[src/rtl/micro_sequencer_if.sv]
// rtl/micro_sequencer_if.sv - sequencing fields in, control-store address and stack status out
interface micro_sequencer_if #(
  parameter int ADDR_W      = 8,
  parameter int STACK_DEPTH = 4
) ();

  localparam int DEPTH_W = $clog2(STACK_DEPTH + 1);

  logic              en;
  logic [3:0]        p;
  logic [1:0]        cond_sel;
  logic              cond_pol;
  logic [2:0]        op;
  logic [ADDR_W-1:0] branch_addr;
  logic [ADDR_W-1:0] map_addr;
  logic              clr_err;

  logic [ADDR_W-1:0]  upc;
  logic               cond;
  logic [DEPTH_W-1:0] depth;
  logic               stack_full;
  logic               stack_empty;
  logic               err;

  // master: microinstruction/decoder side; slave: the sequencer
  modport master (
    output en, p, cond_sel, cond_pol, op, branch_addr, map_addr, clr_err,
    input  upc, cond, depth, stack_full, stack_empty, err
  );

  modport slave (
    input  en, p, cond_sel, cond_pol, op, branch_addr, map_addr, clr_err,
    output upc, cond, depth, stack_full, stack_empty, err
  );

endinterface

[src/rtl/micro_sequencer.sv]
// rtl/micro_sequencer.sv - next-uPC selection with conditional jump, call/return stack and map dispatch
module micro_sequencer #(
  parameter int              ADDR_W      = 8,
  parameter int              STACK_DEPTH = 4,
  parameter logic [ADDR_W-1:0] RESET_ADDR = '0
) (
  input logic              clk,
  input logic              rst_n,
  micro_sequencer_if.slave bus
);

  localparam int DEPTH_W = $clog2(STACK_DEPTH + 1);
  localparam int IDX_W   = (STACK_DEPTH > 1) ? $clog2(STACK_DEPTH) : 1;

  typedef enum logic [2:0] {
    OP_CONT  = 3'd0,
    OP_JMP   = 3'd1,
    OP_CJMP  = 3'd2,
    OP_CALL  = 3'd3,
    OP_CCALL = 3'd4,
    OP_RET   = 3'd5,
    OP_MAP   = 3'd6,
    OP_CRET  = 3'd7
  } op_e;

  op_e               op;
  logic [ADDR_W-1:0] upc_q, upc_d, inc, top;
  logic [DEPTH_W-1:0] depth_q, depth_d;
  logic              err_q, err_d;
  logic [ADDR_W-1:0] stack_mem [STACK_DEPTH];
  logic [IDX_W-1:0]  wr_idx, rd_idx;
  logic              cond, full, empty;
  logic              push_req, pop_req, do_push, do_pop, overflow, underflow;

  assign op    = op_e'(bus.op);
  assign cond  = bus.p[bus.cond_sel] ^ bus.cond_pol;
  assign inc   = upc_q + 1'b1;
  assign full  = (depth_q == DEPTH_W'(STACK_DEPTH));
  assign empty = (depth_q == '0);

  // Index arithmetic wraps in IDX_W bits, which still lands on depth-1 when full
  assign wr_idx = depth_q[IDX_W-1:0];
  assign rd_idx = IDX_W'(depth_q - 1'b1);
  assign top    = stack_mem[rd_idx];

  always_comb begin
    push_req = 1'b0;
    pop_req  = 1'b0;
    case (op)
      OP_CALL:  push_req = 1'b1;
      OP_CCALL: push_req = cond;
      OP_RET:   pop_req  = 1'b1;
      OP_CRET:  pop_req  = cond;
      default: ;
    endcase
  end

  assign do_push   = push_req & ~full;
  assign do_pop    = pop_req & ~empty;
  assign overflow  = push_req & full;
  assign underflow = pop_req & empty;

  // A refused push or pop falls through to inc rather than jumping
  always_comb begin
    upc_d = inc;
    case (op)
      OP_CONT:           upc_d = inc;
      OP_JMP:            upc_d = bus.branch_addr;
      OP_CJMP:           upc_d = cond ? bus.branch_addr : inc;
      OP_CALL, OP_CCALL: upc_d = do_push ? bus.branch_addr : inc;
      OP_RET, OP_CRET:   upc_d = do_pop ? top : inc;
      OP_MAP:            upc_d = bus.map_addr;
      default:           upc_d = inc;
    endcase
    if (!bus.en) begin
      upc_d = upc_q;
    end
  end

  always_comb begin
    depth_d = depth_q;
    if (bus.en && do_push) begin
      depth_d = depth_q + 1'b1;
    end else if (bus.en && do_pop) begin
      depth_d = depth_q - 1'b1;
    end
  end

  // A fresh error wins over clr_err; clr_err works even while en is low
  always_comb begin
    err_d = err_q;
    if (bus.en && (overflow || underflow)) begin
      err_d = 1'b1;
    end else if (bus.clr_err) begin
      err_d = 1'b0;
    end
  end

  always_ff @(posedge clk or negedge rst_n) begin
    if (!rst_n) begin
      upc_q   <= RESET_ADDR;
      depth_q <= '0;
      err_q   <= 1'b0;
    end else begin
      upc_q   <= upc_d;
      depth_q <= depth_d;
      err_q   <= err_d;
    end
  end

  always_ff @(posedge clk) begin
    if (bus.en && do_push) begin
      stack_mem[wr_idx] <= inc;
    end
  end

  assign bus.upc         = upc_q;
  assign bus.cond        = cond;
  assign bus.depth       = depth_q;
  assign bus.stack_full  = full;
  assign bus.stack_empty = empty;
  assign bus.err         = err_q;

  a_depth_bound: assert property (@(posedge clk) disable iff (!rst_n)
    depth_q <= DEPTH_W'(STACK_DEPTH));

  a_single_stack_op: assert property (@(posedge clk) disable iff (!rst_n)
    !(do_push && do_pop));

endmodule

[src/flat_wrapper.sv]
// flat-port wrapper written by rule: the top's interface ports become plain ports
module micro_sequencer_flat 
#(
  parameter int              ADDR_W      = 8,
  parameter int              STACK_DEPTH = 4,
  parameter logic [ADDR_W-1:0] RESET_ADDR = '0
)
  (clk, rst_n, bus_en, bus_p, bus_cond_sel, bus_cond_pol, bus_op, bus_branch_addr, bus_map_addr, bus_clr_err, bus_upc, bus_cond, bus_depth, bus_stack_full, bus_stack_empty, bus_err);
  micro_sequencer_if #(.ADDR_W(ADDR_W), .STACK_DEPTH(STACK_DEPTH)) bus_i ();
  input logic clk;
  input logic rst_n;
  input wire logic [$bits(bus_i.en)-1:0] bus_en;
  input wire logic [$bits(bus_i.p)-1:0] bus_p;
  input wire logic [$bits(bus_i.cond_sel)-1:0] bus_cond_sel;
  input wire logic [$bits(bus_i.cond_pol)-1:0] bus_cond_pol;
  input wire logic [$bits(bus_i.op)-1:0] bus_op;
  input wire logic [$bits(bus_i.branch_addr)-1:0] bus_branch_addr;
  input wire logic [$bits(bus_i.map_addr)-1:0] bus_map_addr;
  input wire logic [$bits(bus_i.clr_err)-1:0] bus_clr_err;
  output wire logic [$bits(bus_i.upc)-1:0] bus_upc;
  output wire logic [$bits(bus_i.cond)-1:0] bus_cond;
  output wire logic [$bits(bus_i.depth)-1:0] bus_depth;
  output wire logic [$bits(bus_i.stack_full)-1:0] bus_stack_full;
  output wire logic [$bits(bus_i.stack_empty)-1:0] bus_stack_empty;
  output wire logic [$bits(bus_i.err)-1:0] bus_err;
  assign bus_i.en = bus_en;
  assign bus_i.p = bus_p;
  assign bus_i.cond_sel = bus_cond_sel;
  assign bus_i.cond_pol = bus_cond_pol;
  assign bus_i.op = bus_op;
  assign bus_i.branch_addr = bus_branch_addr;
  assign bus_i.map_addr = bus_map_addr;
  assign bus_i.clr_err = bus_clr_err;
  assign bus_upc = bus_i.upc;
  assign bus_cond = bus_i.cond;
  assign bus_depth = bus_i.depth;
  assign bus_stack_full = bus_i.stack_full;
  assign bus_stack_empty = bus_i.stack_empty;
  assign bus_err = bus_i.err;
  micro_sequencer #(.ADDR_W(ADDR_W), .STACK_DEPTH(STACK_DEPTH), .RESET_ADDR(RESET_ADDR)) u_core (.clk(clk), .rst_n(rst_n), .bus(bus_i));
endmodule
[config.mk]
export PLATFORM = sky130hd
export DESIGN_NAME = micro_sequencer_flat
export DESIGN_NICKNAME = d
export VERILOG_FILES = /design/src/rtl/micro_sequencer_if.sv /design/src/rtl/micro_sequencer.sv /design/src/flat_wrapper.sv
export SDC_FILE = /design/constraint.sdc
export NUM_CORES = 1
export LEC_CHECK = 0
export CAP_MARGIN = 20
export CORE_ASPECT_RATIO = 0.6
export CORE_MARGIN = 2
export CORE_UTILIZATION = 55
export CTS_BUF_LIST = sky130_fd_sc_hd__clkbuf_4
export CTS_CLUSTER_SIZE = 20
export DETAILED_ROUTE_END_ITERATION = 6
export GPL_ROUTABILITY_DRIVEN = 0
export PLACE_DENSITY = 0.83
export REMOVE_ABC_BUFFERS = 1
export SYNTH_ARGS = -nofsm -noshare
export SYNTH_HDL_FRONTEND = slang
export SYNTH_SLANG_ARGS = --single-unit
[constraint.sdc]
create_clock -name clk -period 6.3 [get_ports clk]
set_input_delay 1.26 -clock clk [delete_from_list [all_inputs] [get_ports clk]]
set_output_delay 1.26 -clock clk [all_outputs]
set_load 0.02 [all_outputs]
## Yosys cells after proc, flatten, opt, wreduce, memory -nomap -nowiden

Memories as Yosys holds them, arrays and structs flattened.
Index checks and enable logic that the tools add are counted.
Widths: inputs -> output; s select.

| cells by class | value |
|---|---|
| add/sub/neg operators | 3 |
| magnitude comparators | 1 |
| equality and inequality tests | 8 |
| multiplexer cells | 14 |
| bitwise logic cells | 7 |
| reduce and logical (&&, ||, !) cells | 10 |

Operators by type and width:

| cell | number |
|---|---|
| $pmux 8 s6 | 1 |
| $mux 8 | 3 |
| $eq 3x3->1 const B | 5 |
| $add 8x1->8 const B | 1 |
| $eq 3x2->1 const B | 2 |
| $logic_not 3->1 | 2 |
| $mux 3 | 2 |
| $mux 1 | 5 |
| $and 1x1->1 | 4 |
| $pmux 1 s2 | 2 |
| $reduce_bool 2->1 | 2 |
| $reduce_or 2->1 | 2 |
| $add 3x1->3 const B | 1 |
| $eq 3x1->1 const B | 1 |
| $logic_and 1x1->1 | 3 |
| $lt 2x3->1 const B | 1 |
| $sub 3x1->3 const B | 1 |
| $bmux 1 s2 | 1 |
| $not 1->1 | 2 |
| $logic_or 1x1->1 | 1 |
| $xor 1x1->1 | 1 |

| storage, ports and cells | value |
|---|---|
| register bits after elaboration | 12 |
| RAM bits | 32 |
| input bits | 30 |
| word-level logic and storage cells | 47 |
| memories kept | 1 |

Memories:

| memory | words | width | rd ports | clocked after Yosys merged registers in | write ports | RTL line | RTL |
|---|---|---|---|---|---|---|---|
| u_core.stack_mem | 4 | 8 | 1 | 0 | 1 | micro_sequencer.sv:30 | `logic [ADDR_W-1:0] stack_mem [STACK_DEPTH];` |

## Longest topological paths before layout

Gate-level depths: netlist of the first run.

| depth | value |
|---|---|
| depth in word-level cells | 8 |
| gate-level depth with buffers | 10 |
| mapped depth without buffers | 9 |

## Worst setup path before layout of the first run

OpenSTA, ideal clock, no wires.

| timing path | value |
|---|---|
| path kind | input port to output port |
| from | input port bus_cond_sel[0] |
| to | output port bus_cond |
| arrival | 2.152 ns |
| slack | 2.888 ns |
| stages | 3 |
| cells stage by stage | mux4_2 xor2_2 buf_6 |

| between the ends | value |
|---|---|
| longest elaborated chain between the ends | 3 |

RTL lines:

| element | RTL line | RTL |
|---|---|---|
| from (decl) | flat_wrapper.sv:14 | `input wire logic [$bits(bus_i.cond_sel)-1:0] bus_cond_sel;` |
| $bmux 1 s2 | micro_sequencer.sv:36 | `assign cond = bus.p[bus.cond_sel] ^ bus.cond_pol;` |
| $mux 1 (implied by the code) | micro_sequencer.sv:36 |  |
| $xor 1x1->1 | micro_sequencer.sv:36 |  |
| to (decl) | flat_wrapper.sv:21 | `output wire logic [$bits(bus_i.cond)-1:0] bus_cond;` |

No other way between the ends. The select of a mux whose other input is x is not followed.

## Final worst setup path of the first run

Same ends and word-level chain as after synthesis.

==> report_table.html, run 1 <==
<table>
<tr><th>Metric</th><th>Value</th></tr>
<tr><th colspan="2">GRT</th></tr>
<tr><td>Number of global-route vias before repair</td><td>1749</td></tr>
<tr><td>Maximum number of pins on one net before global-route repair</td><td>22</td></tr>
<tr><td>First-pass GRT wire length</td><td>9180 um</td></tr>
<tr><td>GR Util All Layers</td><td>0.234</td></tr>
<tr><td>Remaining Overflow, GRT</td><td>0</td></tr>
<tr><td>Antenna violations before repair</td><td>0</td></tr>
<tr><th colspan="2">Critical path</th></tr>
<tr><td>CP arrival</td><td>3.64 ns</td></tr>
<tr><td>Most used cell along the critical path</td><td>sky130_fd_sc_hd__clkdlybuf4s50_1</td></tr>
<tr><td>Max FO, Critical Path</td><td>13</td></tr>
<tr><td>Worst setup path start</td><td>bus_cond_sel[0]</td></tr>
<tr><td>Crit path capture type</td><td>output port</td></tr>
<tr><td>Worst stage delay on the critical path</td><td>0.73 ns</td></tr>
<tr><td>Required time of the worst setup path</td><td>5.04 ns</td></tr>
<tr><td>Crit start category</td><td>primary input</td></tr>
<tr><td>Beginning of the worst register-to-register path</td><td>u_core.bus.depth[0]</td></tr>
<tr><td>Critical-path cell list</td><td>clkdlybuf4s50_1, mux4_2, xor2_2, clkdlybuf4s50_1</td></tr>
<tr><td>Critical path class</td><td>primary input to output port</td></tr>
<tr><td>Cell at the slowest stage of the critical path</td><td>sky130_fd_sc_hd__clkdlybuf4s50_1</td></tr>
<tr><th colspan="2">Route</th></tr>
<tr><td>Uppermost signal routing layer after detailed routing</td><td>met4</td></tr>
<tr><td>Total length of routed wires</td><td>5830 um</td></tr>
<tr><td>Length of routed met3 wiring</td><td>523 um</td></tr>
<tr><td>Mean routed wirelength per cell</td><td>18.2 um</td></tr>
<tr><td>Routed vias/inst</td><td>5.95</td></tr>
<tr><td>DRC viols</td><td>0</td></tr>
<tr><td>Length of the first detailed-routing pass in iterations</td><td>4</td></tr>
<tr><td>Wire length on met1</td><td>2720 um</td></tr>
<tr><td>Initial DRC count</td><td>174</td></tr>
<tr><td>Metal2 WL</td><td>2580 um</td></tr>
<tr><td>Detailed-route via count</td><td>1911</td></tr>
<tr><td>DRT antenna net count</td><td>0</td></tr>
<tr><th colspan="2">Layout</th></tr>
<tr><td>Fillcell total</td><td>337</td></tr>
<tr><td>Area growth syn-to-layout</td><td>21.6%</td></tr>
<tr><td>Combined area of the multi-input logic cells</td><td>1170 um^2</td></tr>
<tr><td>Antenna Cells</td><td>0</td></tr>
<tr><td>Number of nets in the finished design</td><td>293</td></tr>
<tr><td>Share of post-route cells with drive strength above 1</td><td>0.112</td></tr>
<tr><td>Sequential cell area</td><td>1260 um^2</td></tr>
<tr><td>Final instance count without filler cells</td><td>321</td></tr>
<tr><th colspan="2">STA</th></tr>
<tr><td>Hold Violations, Final</td><td>0</td></tr>
<tr><td>Final Max Tran Viols</td><td>0</td></tr>
<tr><td>Final worst path period share</td><td>0.778</td></tr>
<tr><td>Achievable Freq</td><td>204 MHz</td></tr>
<tr><td>Setup TNS</td><td>0 ns</td></tr>
<tr><td>Slew of the pin with the lowest slew margin</td><td>0.895 ns</td></tr>
<tr><td># setup viols final</td><td>0</td></tr>
<tr><td>Post-route setup slack</td><td>1.40 ns</td></tr>
<tr><td>Clock Skews</td><td>0.00870 ns</td></tr>
<tr><td>Setup repair after global routing missed its margin</td><td>false</td></tr>
<tr><td>Final critical delay including setup and external delays</td><td>4.90 ns</td></tr>
<tr><td>Max transition margin</td><td>0.398</td></tr>
<tr><th colspan="2">Pwr</th></tr>
<tr><td>Total power</td><td>1100 uW</td></tr>
<tr><td>Leakage power</td><td>0.00115 uW</td></tr>
<tr><td>Reported net switching power</td><td>406 uW</td></tr>
<tr><td>Portion of total power attributed to the clock network</td><td>0.160</td></tr>
<tr><td>Max VDD drop</td><td>0.242 mV</td></tr>
<tr><td>Proportion of power drawn by flip-flops and latches</td><td>0.394</td></tr>
<tr><td>Combinational Power Share</td><td>0.446</td></tr>
<tr><td>Sw Ratio</td><td>0.368</td></tr>
<tr><td>Internal Dissipation</td><td>696 uW</td></tr>
<tr><td>Ratio of total power to cell area</td><td>359 nW/um^2</td></tr>
<tr><th colspan="2">Clock network</th></tr>
<tr><td>Number of levels the H-tree was split into</td><td>2</td></tr>
<tr><td>Setup repair bufs after CTS</td><td>0</td></tr>
<tr><td>Resized Gates After CTS</td><td>0</td></tr>
<tr><td>Reg clk slew, reported paths</td><td>0.12 ns</td></tr>
<tr><td>Worst-skew pair later-pin latency</td><td>0.35 ns</td></tr>
<tr><td>Root buffer cell</td><td>sky130_fd_sc_hd__clkbuf_4</td></tr>
<tr><td>Maximum buffer depth of the clock tree</td><td>2</td></tr>
<tr><td>Clock tree from TritonCTS</td><td>yes</td></tr>
<tr><td>Number of buffers added to fix hold violations after cts</td><td>0</td></tr>
<tr><td>CTS Buf Count</td><td>5</td></tr>
<tr><td>Count of clock tree sinks</td><td>44</td></tr>
<tr><th colspan="2">Synth</th></tr>
<tr><td>Async set-reset flop share out of synthesis</td><td>0.273</td></tr>
<tr><td>Total standard cell area after synthesis</td><td>2530 um^2</td></tr>
<tr><td>Post-synthesis sequential element count</td><td>44</td></tr>
<tr><td>Leading register cell type out of synthesis</td><td>sky130_fd_sc_hd__edfxtp_1</td></tr>
<tr><td>Top-area cell type share of the netlist area</td><td>0.380</td></tr>
<tr><td>Leading cell type by number of instances after synthesis</td><td>sky130_fd_sc_hd__edfxtp_1</td></tr>
<tr><td>Sequential-to-total area share from yosys stat</td><td>0.499</td></tr>
<tr><td>Number of distinct library cells after synthesis</td><td>51</td></tr>
<tr><td>Synthesized area per cell</td><td>11.6 um^2</td></tr>
<tr><td>Number of flops mapped to enable cells by yosys</td><td>32</td></tr>
<tr><td>Post-synthesis cell type with the largest combined area</td><td>sky130_fd_sc_hd__edfxtp_1</td></tr>
<tr><td>Top cells by area in the synthesized netlist</td><td>sky130_fd_sc_hd__edfxtp_1 (38%), sky130_fd_sc_hd__dfrtp_1 (12%), sky130_fd_sc_hd__mux4_2 (8.0%), sky130_fd_sc_hd__nand2_1 (4.2%), sky130_fd_sc_hd__ha_1 (3.0%)</td></tr>
<tr><td>Warnings from Yosys</td><td>0</td></tr>
<tr><td>Most used standard cells in the synthesized netlist</td><td>sky130_fd_sc_hd__edfxtp_1 (32), sky130_fd_sc_hd__nand2_1 (28), sky130_fd_sc_hd__nor2_1 (13), sky130_fd_sc_hd__dfrtp_1 (12)</td></tr>
<tr><td>Cell count after synthesis</td><td>217</td></tr>
<tr><th colspan="2">Status</th></tr>
<tr><td>Result of the run</td><td>finished clean</td></tr>
<tr><th colspan="2">Placed design</th></tr>
<tr><td>Pre-CTS worst setup slack</td><td>1.40 ns</td></tr>
<tr><td>Placed cell count</td><td>313</td></tr>
<tr><td>Number of buffer cells added on primary ports</td><td>44</td></tr>
<tr><td>Detailed placement HPWL</td><td>4260 um</td></tr>
<tr><th colspan="2">Floorplanning</th></tr>
<tr><td>Die outline area</td><td>5170 um^2</td></tr>
<tr><td>Floorplan core area</td><td>4490 um^2</td></tr>
<tr><td>Rows</td><td>19</td></tr>
<tr><td>Vertical extent of the die</td><td>56.5 um</td></tr>
<tr><td>Starting utilization of the core area</td><td>0.562</td></tr>
<tr><td>Width of the die</td><td>91.5 um</td></tr>
<tr><td>Count of boundary I/O pins</td><td>45</td></tr>
<tr><th colspan="2">Min path</th></tr>
<tr><td>Tightest Hold Check Type</td><td>flip-flop to flip-flop</td></tr>
<tr><td>Critical hold path startpoint</td><td>u_core.bus.depth[2]</td></tr>
<tr><th colspan="2">Run</th></tr>
<tr><td>Count of max-cap constraint violations</td><td>0</td></tr>
</table>
[sequential cells by signal, indices dropped and copies added (netlist names)]
name and count:
u_core.bus.upc 8, u_core.bus.depth 3, u_core.bus.err 1, u_core.stack_mem 32
[critical path: cells and delay by family]
kind,cells,cell delay [ns]
xor gates and xnor gates,1,0.55
buffers and inverters,2,1.28
muxes,1,0.55
[metal layers]
layer  track usage  vias to the layer above
met5             0                        -
met4        0.0455                        0
met3        0.0497                        2
met2         0.328                       77
met1         0.375                      935
li1              -                      897
[placed cells by master (no fill, tap or decap), types with 2 or more instances in the layout]
cell                              instances
sky130_fd_sc_hd__nor2_1                  13
sky130_fd_sc_hd__o21ai_0                  5
sky130_fd_sc_hd__nand3_1                 10
sky130_fd_sc_hd__and3_1                   7
sky130_fd_sc_hd__nand2b_1                 6
sky130_fd_sc_hd__o21a_1                   3
sky130_fd_sc_hd__a41oi_1                  2
sky130_fd_sc_hd__ha_1                     6
sky130_fd_sc_hd__mux2_2                   3
sky130_fd_sc_hd__a221oi_1                 5
sky130_fd_sc_hd__edfxtp_1                32
sky130_fd_sc_hd__clkbuf_4                 6
sky130_fd_sc_hd__o211a_1                  2
sky130_fd_sc_hd__clkdlybuf4s50_1         44
sky130_fd_sc_hd__a22oi_1                  2
sky130_fd_sc_hd__nor2b_1                  2
sky130_fd_sc_hd__xnor2_1                  5
sky130_fd_sc_hd__dfrtp_1                 12
sky130_fd_sc_hd__nand3b_1                 2
sky130_fd_sc_hd__a21oi_1                  7
sky130_fd_sc_hd__a31oi_1                  6
sky130_fd_sc_hd__xor2_1                   3
sky130_fd_sc_hd__nand2_1                 28
sky130_fd_sc_hd__mux4_2                   9
sky130_fd_sc_hd__inv_1                   10
sky130_fd_sc_hd__mux2i_1                  4
[area by class of cell]
cell class / count / area share
sequential: 44 / 0.411
multi-input combinational: 152 / 0.382
timing repair buffer: 44 / 0.143
tap: 63 / 0.0257
clock buffer: 6 / 0.0147
inverter: 10 / 0.0122
clock inverter: 2 / 0.0114
[power by group through the flow]
stage | Clock (uW) | Combinational (uW) | Sequential (uW)
3_5_place_dp | 0 | 487 | 442
4_1_cts | 178 | 489 | 435
2_1_floorplan | 0 | 289 | 457
6_report | 176 | 491 | 435
3_3_place_gp | 0 | 477 | 439
5_1_grt | 193 | 531 | 441
[metrics by stage]
| stage | hold WS, ns | utilization | area (um^2) |
|---|---|---|---|
| floorplan | 0.616 | - | 2470 |
| global placement | 0.522 | 0.666 | 2990 |
| detailed placement | 0.522 | 0.666 | 2990 |
| CTS | 0.544 | 0.684 | 3070 |
| global route | 0.568 | 0.684 | 3070 |
| finish | 0.543 | 0.684 | 3070 |
[path summary, 6_finish.rpt]
check	slack [ns]	depth (start not counted)	end
max in group asynchronous	4.66	1	u_core.bus.err
hold / removal	0.54	1	u_core.bus.depth[2]
setup reg to reg	3.35	6	u_core.stack_mem[3][4]
setup / recovery	1.40	4	bus_cond
min in group asynchronous	1.26	1	u_core.bus.upc[1]
hold reg to reg	0.54	1	u_core.bus.depth[2]
[cells by family (layout without fill, tap and decap cells)]
family                   Yosys count  after routing  synth area share
multiplexers                      17             17             0.115
flip-flops                        44             44             0.499
AND/OR/NAND/NOR                   75             75             0.146
adder cells (fa/ha/maj)            6              6            0.0297
XOR/XNOR                           9              9            0.0342
buffers and inverters             21             62            0.0362
AO/OA/AOI/OAI                     45             45             0.140
Note: power is estimated with default switching activity, not from simulation.
==> run 2: changes to the inputs <==
Settings changed: CORE_UTILIZATION 55 to 49, PLACE_DENSITY 0.83 to 0.78.
Clock period 6.3 ns to 4 ns, I/O delays scaled along.
==> run 2 against run 1 <==
Net effect:
- combinational power up 66%
- count of clock-buffer cells in the layout unchanged
- sequential share of layout area down 0.23 points
- largest power group unchanged
- global-route usage down 1.5 points
- hold slack worse by 0.0056 ns
- core utilization down 6.6 points
- register-to-register slack worse by 1.7 ns
- clock skew down 0.0014 ns
- die area up 12%
- sequential power up 50%
==> report_table.html, run 2 (synthesis results as in run 1) <==
<table>
<tr><th>Metric</th><th>Value</th></tr>
<tr><th colspan="2">Floorplanning</th></tr>
<tr><td>Starting utilization of the core area</td><td>0.505 (-0.0575)</td></tr>
<tr><td>Count of boundary I/O pins</td><td>45 (unchanged)</td></tr>
<tr><td>Floorplan core area</td><td>5000 um^2 (+11%)</td></tr>
<tr><td>Die outline area</td><td>5760 um^2 (+12%)</td></tr>
<tr><td>Rows</td><td>20 (+1)</td></tr>
<tr><td>Width of the die</td><td>96.7 um (+5.7%)</td></tr>
<tr><td>Vertical extent of the die</td><td>59.6 um (+5.5%)</td></tr>
<tr><th colspan="2">GRT</th></tr>
<tr><td>Remaining Overflow, GRT</td><td>0 (unchanged)</td></tr>
<tr><td>Maximum number of pins on one net before global-route repair</td><td>22 (unchanged)</td></tr>
<tr><td>Number of global-route vias before repair</td><td>1800 (+2.9%)</td></tr>
<tr><td>Antenna violations before repair</td><td>0 (unchanged)</td></tr>
<tr><td>GR Util All Layers</td><td>0.219 (-0.0151)</td></tr>
<tr><td>First-pass GRT wire length</td><td>9380 um (+2.1%)</td></tr>
<tr><th colspan="2">Clock network</th></tr>
<tr><td>Number of levels the H-tree was split into</td><td>2 (unchanged)</td></tr>
<tr><td>Setup repair bufs after CTS</td><td>0 (unchanged)</td></tr>
<tr><td>Clock tree from TritonCTS</td><td>yes</td></tr>
<tr><td>CTS Buf Count</td><td>5 (unchanged)</td></tr>
<tr><td>Resized Gates After CTS</td><td>0 (unchanged)</td></tr>
<tr><td>Maximum buffer depth of the clock tree</td><td>2 (unchanged)</td></tr>
<tr><td>Worst-skew pair later-pin latency</td><td>0.36 ns (about the same)</td></tr>
<tr><td>Reg clk slew, reported paths</td><td>0.12 ns (about the same)</td></tr>
<tr><td>Count of clock tree sinks</td><td>44 (unchanged)</td></tr>
<tr><td>Number of buffers added to fix hold violations after cts</td><td>0 (unchanged)</td></tr>
<tr><td>Root buffer cell</td><td>sky130_fd_sc_hd__clkbuf_4</td></tr>
<tr><th colspan="2">Min path</th></tr>
<tr><td>Tightest Hold Check Type</td><td>flip-flop to flip-flop</td></tr>
<tr><th colspan="2">STA</th></tr>
<tr><td>Setup repair after global routing missed its margin</td><td>false</td></tr>
<tr><td>Achievable Freq</td><td>282 MHz</td></tr>
<tr><td>Max transition margin</td><td>0.546 (+0.147)</td></tr>
<tr><td>Worst hold slack after final layout</td><td>0.537 ns (-0.00564 ns)</td></tr>
<tr><td># setup viols final</td><td>0 (unchanged)</td></tr>
<tr><td>Final Max Tran Viols</td><td>0 (unchanged)</td></tr>
<tr><td>Setup TNS</td><td>0 ns (unchanged)</td></tr>
<tr><td>Slew of the pin with the lowest slew margin</td><td>0.679 ns (-0.216 ns)</td></tr>
<tr><td>Clock Skews</td><td>0.00732 ns (-0.00138 ns)</td></tr>
<tr><td>Hold Violations, Final</td><td>0 (unchanged)</td></tr>
<tr><td>Final worst path period share</td><td>0.885</td></tr>
<tr><td>Final critical delay including setup and external delays</td><td>3.54 ns</td></tr>
<tr><th colspan="2">Critical path</th></tr>
<tr><td>CP arrival</td><td>2.74 ns (-0.90 ns)</td></tr>
<tr><td>Required time of the worst setup path</td><td>3.20 ns (-1.84 ns)</td></tr>
<tr><td>Number of buffer and inverter instances along the worst setup path</td><td>2 (unchanged)</td></tr>
<tr><td>Crit-path leading delay family</td><td>buffers and inverters</td></tr>
<tr><td>Cell at the slowest stage of the critical path</td><td>sky130_fd_sc_hd__clkdlybuf4s50_1</td></tr>
<tr><td>Max FO, Critical Path</td><td>5 (-8)</td></tr>
<tr><td>Most used cell along the critical path</td><td>sky130_fd_sc_hd__clkdlybuf4s50_1</td></tr>
<tr><td>Crit start category</td><td>primary input</td></tr>
<tr><td>Worst stage delay on the critical path</td><td>0.65 ns (-0.08 ns)</td></tr>
<tr><td>Crit path capture type</td><td>output port</td></tr>
<tr><td>Critical-path cell list</td><td>clkdlybuf4s50_1, mux4_2, xor2_2, clkdlybuf4s50_1</td></tr>
<tr><td>Critical path class</td><td>primary input to output port</td></tr>
<tr><th colspan="2">Layout</th></tr>
<tr><td>Share of post-route cells with drive strength above 1</td><td>0.125 (+0.0131)</td></tr>
<tr><td>Number of nets in the finished design</td><td>298 (+1.7%)</td></tr>
<tr><td>Flip-flop count of the largest register after layout</td><td>32 (unchanged)</td></tr>
<tr><td>Area growth syn-to-layout</td><td>22.3%</td></tr>
<tr><td>Post-route cell area</td><td>3090 um^2 (+0.57%)</td></tr>
<tr><td>Antenna Cells</td><td>0 (unchanged)</td></tr>
<tr><td>Top register by number of flip-flops</td><td>u_core.stack_mem</td></tr>
<tr><td>Leading cell type in the layout, fill and taps excluded</td><td>sky130_fd_sc_hd__clkdlybuf4s50_1</td></tr>
<tr><td>Most used cells in the layout excluding fill and tap cells</td><td>sky130_fd_sc_hd__clkdlybuf4s50_1 (44), sky130_fd_sc_hd__edfxtp_1 (32), sky130_fd_sc_hd__nand2_1 (28), sky130_fd_sc_hd__nor2_1 (13), sky130_fd_sc_hd__dfrtp_1 (12)</td></tr>
<tr><td>Fillcell total</td><td>413 (+23%)</td></tr>
<tr><th colspan="2">Route</th></tr>
<tr><td>Mean routed wirelength per cell</td><td>18.4 um (+1.2%)</td></tr>
<tr><td>Total length of routed wires</td><td>6050 um (+3.7%)</td></tr>
<tr><td>Uppermost signal routing layer after detailed routing</td><td>met4</td></tr>
<tr><td>Detailed-route via count</td><td>1942 (+1.6%)</td></tr>
<tr><td>Routed vias/inst</td><td>5.90 (-0.85%)</td></tr>
<tr><td>Wire length on met1</td><td>2700 um (-1.0%)</td></tr>
<tr><td>Length of the first detailed-routing pass in iterations</td><td>4 (unchanged)</td></tr>
<tr><td>DRT antenna net count</td><td>0 (unchanged)</td></tr>
<tr><td>Metal2 WL</td><td>2610 um (+1.2%)</td></tr>
<tr><td>Initial DRC count</td><td>179 (+2.9%)</td></tr>
<tr><td>Length of routed met3 wiring</td><td>667 um (+28%)</td></tr>
<tr><td>DRC viols</td><td>0 (unchanged)</td></tr>
<tr><th colspan="2">Placed design</th></tr>
<tr><td>Placed cell area</td><td>3030 um^2 (+1.4%)</td></tr>
<tr><td>Number of buffer cells added on primary ports</td><td>44 (unchanged)</td></tr>
<tr><td>Detailed placement HPWL</td><td>4500 um (+5.5%)</td></tr>
<tr><th colspan="2">Pwr</th></tr>
<tr><td>Leakage power</td><td>0.00116 uW (+0.71%)</td></tr>
<tr><td>Ratio of total power to cell area</td><td>545 nW/um^2 (+52%)</td></tr>
<tr><td>Max VDD drop</td><td>0.471 mV (+95%)</td></tr>
<tr><td>Total power</td><td>1680 uW (+53%)</td></tr>
<tr><th colspan="2">Run</th></tr>
<tr><td>Count of max-cap constraint violations</td><td>0 (unchanged)</td></tr>
<tr><th colspan="2">Status</th></tr>
<tr><td>Result of the run</td><td>finished clean</td></tr>
</table>
run 2: cell count changes in the layout (fill, tap and decap cells not counted), sizes merged:
cell      delta
bufinv       -1
buf          +5
clkinvlp     +1
run 2: worst paths after layout:
| kind | start | endpoint | slack [ns] | depth (start not counted) |
|---|---|---|---|---|
| max | bus_cond_sel[0] | bus_cond | 0.46 | 4 |
| min | u_core.bus.err | u_core.bus.err | 0.54 | 2 |
| max reg2reg | u_core.bus.depth[1] | u_core.stack_mem[2][6] | 1.68 | 6 |
| min reg2reg | u_core.bus.err | u_core.bus.err | 0.54 | 2 |
| max in group asynchronous | rst_n | u_core.bus.err | 2.74 | 1 |
| min in group asynchronous | rst_n | u_core.bus.upc[2] | 0.83 | 1 |
run 2: layout make-up:
type / count / area, um^2 / share of cell area
Multi-Input combinational cell: 152 / 1170 / 0.380
Tap cell: 66 / 82.6 / 0.0267
Clock inverter: 2 / 11.3 / 0.00365
Inverter: 10 / 37.5 / 0.0122
Timing Repair Buffer: 49 / 478 / 0.155
Clock buffer: 6 / 45.0 / 0.0146
Sequential cell: 44 / 1260 / 0.408
run 2: routing by layer:
metal,GRT usage,vias to the layer above
met5,0,-
met4,0.0724,0
met3,0.0554,9
met2,0.307,95
met1,0.332,921
li1,-,917
run 2: where the power goes:
part / switching, uW / leakage [uW] / total (uW) / internal [uW]
logic: 438 / 0.000699 / 817 / 379
clock network: 141 / 0.0000293 / 215 / 73.7
registers: 60.7 / 0.000429 / 653 / 592
total: 640 / 0.00116 / 1680 / 1040
run 2: worst reg2reg max path, delay by kind of cell, from the launching register on:
| kind | cells | cell delay (ns) |
|---|---|---|
| adders and majority gates | 1 | 0.21 |
| DFF | 1 | 0.45 |
| buffers and inverters | 2 | 0.32 |
| and+or+nand+nor | 3 | 1.01 |
run 2: metrics by stage:
step / util / std cells / setup slack (ns)
finish: 0.617 / 329 / 0.458
global route: 0.617 / 329 / 0.411
CTS: 0.617 / 329 / 0.448
detailed placement: 0.606 / 321 / 0.455
global placement: 0.606 / 321 / 0.525
floorplan: - / 206 / 1.17
